### config.mk
export PLATFORM = sky130hd
export DESIGN_NAME = gray_sweep_ctrl
export DESIGN_NICKNAME = d
export VERILOG_FILES = /design/src/rtl/gray_sweep_ctrl.sv
export SDC_FILE = /design/constraint.sdc
export NUM_CORES = 1
export LEC_CHECK = 0
export ABC_CLOCK_PERIOD_IN_PS = 2300
export CAP_MARGIN = 20
export CORE_UTILIZATION = 40
export DETAILED_ROUTE_END_ITERATION = 7
export PLACE_DENSITY = 0.74
export SETUP_SLACK_MARGIN = 0.3
export SYNTH_ARGS = -nofsm -noshare
export SYNTH_HDL_FRONTEND = slang
export SYNTH_SLANG_ARGS = --single-unit
### constraint.sdc
create_clock -name clk -period 2.3 [get_ports clk]
set_input_delay 0.69 -clock clk [delete_from_list [all_inputs] [get_ports clk]]
set_output_delay 0.69 -clock clk [all_outputs]
set_load 0.01 [all_outputs]
### src/rtl/gray_sweep_ctrl.sv
// Sweeps a binary counter from start_val to end_val (up or down, wrapping) and emits the Gray code, one valid per value.
// All outputs registered; first value one cycle after start accepted; hold pauses without skipping, stop aborts to IDLE.
module gray_sweep_ctrl #(
  parameter int WIDTH = 4
) (
  input  logic             clk,
  input  logic             rst,
  input  logic             start,
  input  logic             stop,
  input  logic             hold,
  input  logic             dir,
  input  logic [WIDTH-1:0] start_val,
  input  logic [WIDTH-1:0] end_val,
  output logic [WIDTH-1:0] bin,
  output logic [WIDTH-1:0] gray,
  output logic             valid,
  output logic             busy,
  output logic             done,
  output logic [WIDTH:0]   step_cnt
);

  typedef enum logic [1:0] {
    S_IDLE,
    S_RUN,
    S_PAUSE,
    S_DONE
  } state_t;

  localparam logic [WIDTH-1:0] BIN_ONE = {{(WIDTH-1){1'b0}}, 1'b1};
  localparam logic [WIDTH:0]   CNT_ONE = {{WIDTH{1'b0}}, 1'b1};

  state_t           state_q, state_d;
  logic             dir_q, dir_d;
  logic [WIDTH-1:0] end_q, end_d;
  logic [WIDTH-1:0] bin_q, bin_d;
  logic [WIDTH-1:0] gray_q, gray_d;
  logic [WIDTH:0]   cnt_q, cnt_d;
  logic             valid_q, valid_d;
  logic             busy_q, busy_d;
  logic             done_q, done_d;

  always_comb begin
    state_d = state_q;
    dir_d   = dir_q;
    end_d   = end_q;
    bin_d   = bin_q;
    cnt_d   = cnt_q;
    case (state_q)
      S_IDLE: begin
        if (start) begin
          dir_d   = dir;
          end_d   = end_val;
          bin_d   = start_val;
          cnt_d   = '0;
          state_d = S_RUN;
        end
      end
      S_RUN: begin
        // Every RUN cycle presented a value, so it counts even when aborted.
        cnt_d = cnt_q + CNT_ONE;
        if (stop) begin
          state_d = S_IDLE;
        end else if (bin_q == end_q) begin
          state_d = S_DONE;
        end else begin
          bin_d   = dir_q ? (bin_q - BIN_ONE) : (bin_q + BIN_ONE);
          state_d = hold ? S_PAUSE : S_RUN;
        end
      end
      S_PAUSE: begin
        if (stop) begin
          state_d = S_IDLE;
        end else if (!hold) begin
          state_d = S_RUN;
        end
      end
      S_DONE:  state_d = S_IDLE;
      default: state_d = S_IDLE;
    endcase
    // Outputs follow the next state so they are registered alongside it.
    gray_d  = bin_d ^ (bin_d >> 1);
    valid_d = (state_d == S_RUN);
    busy_d  = (state_d == S_RUN) || (state_d == S_PAUSE);
    done_d  = (state_d == S_DONE);
  end

  always_ff @(posedge clk or posedge rst) begin
    if (rst) begin
      state_q <= S_IDLE;
      dir_q   <= 1'b0;
      end_q   <= '0;
      bin_q   <= '0;
      gray_q  <= '0;
      cnt_q   <= '0;
      valid_q <= 1'b0;
      busy_q  <= 1'b0;
      done_q  <= 1'b0;
    end else begin
      state_q <= state_d;
      dir_q   <= dir_d;
      end_q   <= end_d;
      bin_q   <= bin_d;
      gray_q  <= gray_d;
      cnt_q   <= cnt_d;
      valid_q <= valid_d;
      busy_q  <= busy_d;
      done_q  <= done_d;
    end
  end

  assign bin      = bin_q;
  assign gray     = gray_q;
  assign valid    = valid_q;
  assign busy     = busy_q;
  assign done     = done_q;
  assign step_cnt = cnt_q;

endmodule

* After elaboration in Yosys (flattened, before gate mapping)
Index checks and enable logic that the tools add are counted.
Word-level totals: output and inout port bits 16, input bits 14, word-level logic and storage cells 40, flip-flop bits (word level) 23
Cells by class: equal/unequal tests 8, bitwise operators 1, mux-type cells 14, $add $sub $neg 3, reduce and logical (&&, ||, !) cells 5
Operators by type and width (count):
- 2-to-1 mux 4 bit | 4
- 2-to-1 mux 2 bit | 6
- case mux 5 bit (2 select lines) | 1
- == test 2 bit (second input constant) | 4
- case mux 2 bit (4 select lines) | 1
- case mux 4 bit (2 select lines) | 1
- adder 5 x 1 -> 5 bit (second input constant) | 1
- 2-to-1 mux 5 bit | 1
- adder 4 x 1 -> 4 bit (second input constant) | 1
- == test 2 x 1 -> 1 bit (second input constant) | 2
- == test 4 bit | 1
- AND reduction 2 bit | 2
- subtractor 4 x 1 -> 4 bit (second input constant) | 1
- XOR 4 x 3 -> 4 bit | 1
- logical NOT 2 bit | 1
- inequality test 2 bit (second input constant) | 1
- nonzero test 2 bit | 1
- logical OR 1 bit | 1

* Longest topological paths before layout
depth after elaboration 6, mapped depth 6, gate-level depth less buffers 6

* Worst setup path after synthesis
No wires, ideal clock.
kind reg-to-reg, start reg bin_q[3] (netlist: bin[3]), end reg busy_q (netlist: busy), cell stages (with the launch flop) 7, path buffers 0, slack 0.420 ns, data required time 2.174 ns, arrival time 1.754 ns, period minus slack after synthesis 1.880 ns, library setup time 0.126 ns, cell sequence dfrtp_1 > xor2_1 > nor4_4 > nand2b_1 > a311oi_1 > a21oi_1 > ha_1
Between the ends: word-level cells in the longest chain between the ends 6, elaborated cells between the ends (all ways) 7, classes of those cells 3 x eq/ne; 3 x mux; 1 x reduce/logical
RTL lines:
- start: declaration | line 35 | logic [WIDTH-1:0] bin_q, bin_d;
- start signal: assignment | line 102 | bin_q <= bin_d;
- == test 4 bit * | line 63 | end else if (bin_q == end_q) begin
- 2-to-1 mux 2 bit * | line 63
- 2-to-1 mux 2 bit * | line 61 | if (stop) begin
- case mux 2 bit (4 select lines) * | line 48 | case (state_q)
- net state_d[0] | line 32 | state_t state_q, state_d;
- == test 2 x 1 -> 1 bit or == test 2 bit (tied branches) | line 83 | busy_d = (state_d == S_RUN) || (state_d == S_PAUSE);
- logical OR 1 bit * | line 83
- net busy_d | line 39 | logic busy_q, busy_d;
- end signal: assignment | line 106 | busy_q <= busy_d;
- end: declaration | line 39
Mark *: on every way through the listed nets, which the timed path passes. The rest lies on a longest branch. A chain may end at the register's enable or synchronous reset.

* Worst setup path in the final report
start reg bin_q[2] (netlist: bin[2]), end out bin[2]
RTL lines:
- end: declaration | line 14 | output logic [WIDTH-1:0] bin,
No word-level cell between the ends.

==> impl_metrics.toml <==
[clocking]
clk_pin_slew_ns = 0.14
cts_num_sinks = 22
numCtsBuffers = 3
clkLatencyLatePin_ns = 0.32
cts.htree.levels = 1
cts_root_buf = "clkbuf_4"
cts_tree = "built"
clock_tree.buffer_depth = 2

[drt]
routedWlPerCell_um = 14.7
ant_nets = 0
drc_errors = 0
post_drt_via_cell_ratio = 5.11
drt-initial-drc-count = 19
dr.pass1.iters = 4
vias = 1032
routed_wl_um = 2970

[critical_path]
cp_slowest_cell = "clkdlybuf4s50_1"
cp.depth = 1
path_buf_inv = 1
cp-start-kind = "flip-flop"
cp_max_fo = 4
crit_path_cell_trace = "clkdlybuf4s50_1"
worst_r2r_path_depth = 6
cp.required_ns = 1.61
crit_path_max_incr_delay_ns = 0.54
cp.arrival_ns = 1.28
critPathTopFamily = "buffers and inverters"
path_class = "flip-flop to output pin"
crit_path_end_kind = "output pin"

[synth]
synth-seq-area-share = 0.436
yosys_register_bits = 22
synth.area.top_cells = "dfrtp_1 (44%), mux2_2 (5.4%), ha_1 (5.0%)"
syn_avg_cell_area_um2 = 11.3
synth_fp_nets = 132
synth_edf_count = 0
ys_async_sr_fraction = 1.00
synth_top_area_cell = "dfrtp_1"
synth_top_cell_area_share = 0.436
post_synth_inst_count = 112
ys.warnings.count = 0
synthFlopType = "dfrtp_1"
syn-cell-area_mm2 = 0.00126
synth_cell_types = 41

[placement]
place_area_mm2 = 0.00166
dp_hpwl_um = 2050
portBuffers = 29
gp_congestion = 0.802

[floorplanning]
num_rows = 20
die_w_um = 58.2
dieArea_mm2 = 0.00338
chipHeight_um = 58.2
core_mm2 = 0.00303
start_util = 0.417
ios = 30

[pwr]
clockPowerShare = 0.120
p_int_mw = 1.53
cellPowerDensity_mw_per_mm2 = 1410
power.total_mw = 2.53
power_frac_comb = 0.591
p_sw_mw = 1.01
seq_power_share = 0.289
swShare = 0.397
ir_drop_v = 0.000565
p_leak_nw = 0.790

[sta]
rsz0062_at_grt = "false"
setup_violations = 0
maxSlewViolCount = 0
fmax_mhz = 508
finClkSkew_ns = 0.00787
worst_slew_pin_slew_ns = 0.529
hold_viol_final = 0
min_period_over_period = 0.856
finalCriticalPeriod_ns = 1.97
slew_headroom = 0.648

[finish]
final_common_cell = "clkdlybuf4s50_1"
drive_gt1_frac = 0.253
layout.cells.most_common_list = "clkdlybuf4s50_1 (22), dfrtp_1 (19), buf_4 (17)"
fin_area_mm2 = 0.00179
final_nets = 179
areaGrowthSynthToFinish_pct = 41.8
n_antenna_cell = 0

[global_route]
grt_pass1_wl_um = 4690
grt_usage = 0.184
grt_pass1_vias = 1025
grt_antenna_before_repair = 0
grt-ovfl-total = 0
grt_max_degree = 23

[outcome]
status = "complete, no violations"

[hold_path]
hold_class = "flip-flop to flip-flop"
hold_path_depth = 1

[flow_run]
cap_violations = 0
[metal layers]
metal,global-route usage,wire length [um],vias up,share of wire
li1,-,-,499,-
met1,0.233,1260,500,0.43
met2,0.332,1580,29,0.53
met3,0.0134,101,4,0.034
met4,0.0612,26,0,0.0088
met5,0,0,-,0
[synth_stat cells, drive strengths merged (2+ instances only)]
master	instances
or3	2
o21ai	9
a21o	2
nand2b	3
nand4	2
nor3b	4
a221o	2
a22o	2
o211ai	2
o21bai	2
inv	4
xnor2	3
dfrtp	22
buf	4
mux2i	2
nor2b	4
nor2	3
ha	5
nand3b	4
xor2	5
mux2	6
a21oi	5
[power groups by stage]
stage / Sequential [mW] / Clock, mW / Combinational (mW)
3_5_place_dp: 0.759 / 0 / 1.39
3_3_place_gp: 0.746 / 0 / 1.34
2_1_floorplan: 0.747 / 0 / 0.895
4_1_cts: 0.737 / 0.305 / 1.45
6_report: 0.731 / 0.304 / 1.50
5_1_grt: 0.758 / 0.321 / 1.65
[kinds of logic after synthesis]
family / count (synthesis) / synth area share
multiplexers: 8 / 0.0694
adder cells (fa/ha/maj): 6 / 0.0654
AO/OA/AOI/OAI: 31 / 0.178
flip-flops: 22 / 0.436
buffers and inverters: 8 / 0.0297
XOR/XNOR: 8 / 0.0555
AND/OR/NAND/NOR: 29 / 0.166
[final timing paths]
kind                                    startpoint                      end  slack (ns)
max in group asynchronous                      rst         bin[2]$_DFF_PP0_        1.38
min in group asynchronous                      rst         bin[3]$_DFF_PP0_        0.69
hold reg to reg            step_cnt[4]$_DFFE_PP0P_  step_cnt[4]$_DFFE_PP0P_        0.51
setup / recovery                  bin[2]$_DFF_PP0_                   bin[2]        0.33
setup reg to reg                  bin[1]$_DFF_PP0_        gray[0]$_DFF_PP0_        0.39
hold / removal             step_cnt[4]$_DFFE_PP0P_  step_cnt[4]$_DFFE_PP0P_        0.51
[metrics by stage]
stage / setup TNS, ns / worst slack (ns) / std cells / util / hold WS [ns]
finish: 0 / 0.331 / 202 / 0.591 / 0.515
floorplan: 0 / 0.420 / 112 / - / 0.501
detailed placement: -0.763 / -0.168 / 191 / 0.548 / 0.494
global placement: -0.449 / -0.132 / 191 / 0.548 / 0.477
global route: 0 / 0.300 / 202 / 0.591 / 0.529
CTS: 0 / 0.235 / 199 / 0.576 / 0.512
[cell type report]
class	count	area (um^2)
Tap cell	44	55.1
Clock inverter	1	30.0
Clock buffer	3	22.5
Multi-Input combinational cell	82	697
Timing Repair Buffer	46	417
Fill cell	264	1240
Inverter	4	15.0
Sequential cell	22	554
[state kept, by name (all words and copies together), names as in the netlist]
signal	count
step_cnt	5
bin	4
end_q	4
gray	3
state_q	2
busy	1
dir_q	1
done	1
valid	1
[what timing repair did]
action	in CTS	in global routing
gates resized for setup	8	8
buffers inserted	4	3
pin swaps	0	2
hold buffers	0	0
setup endpoints to repair	14	7
(Power assumes the default switching activity.)
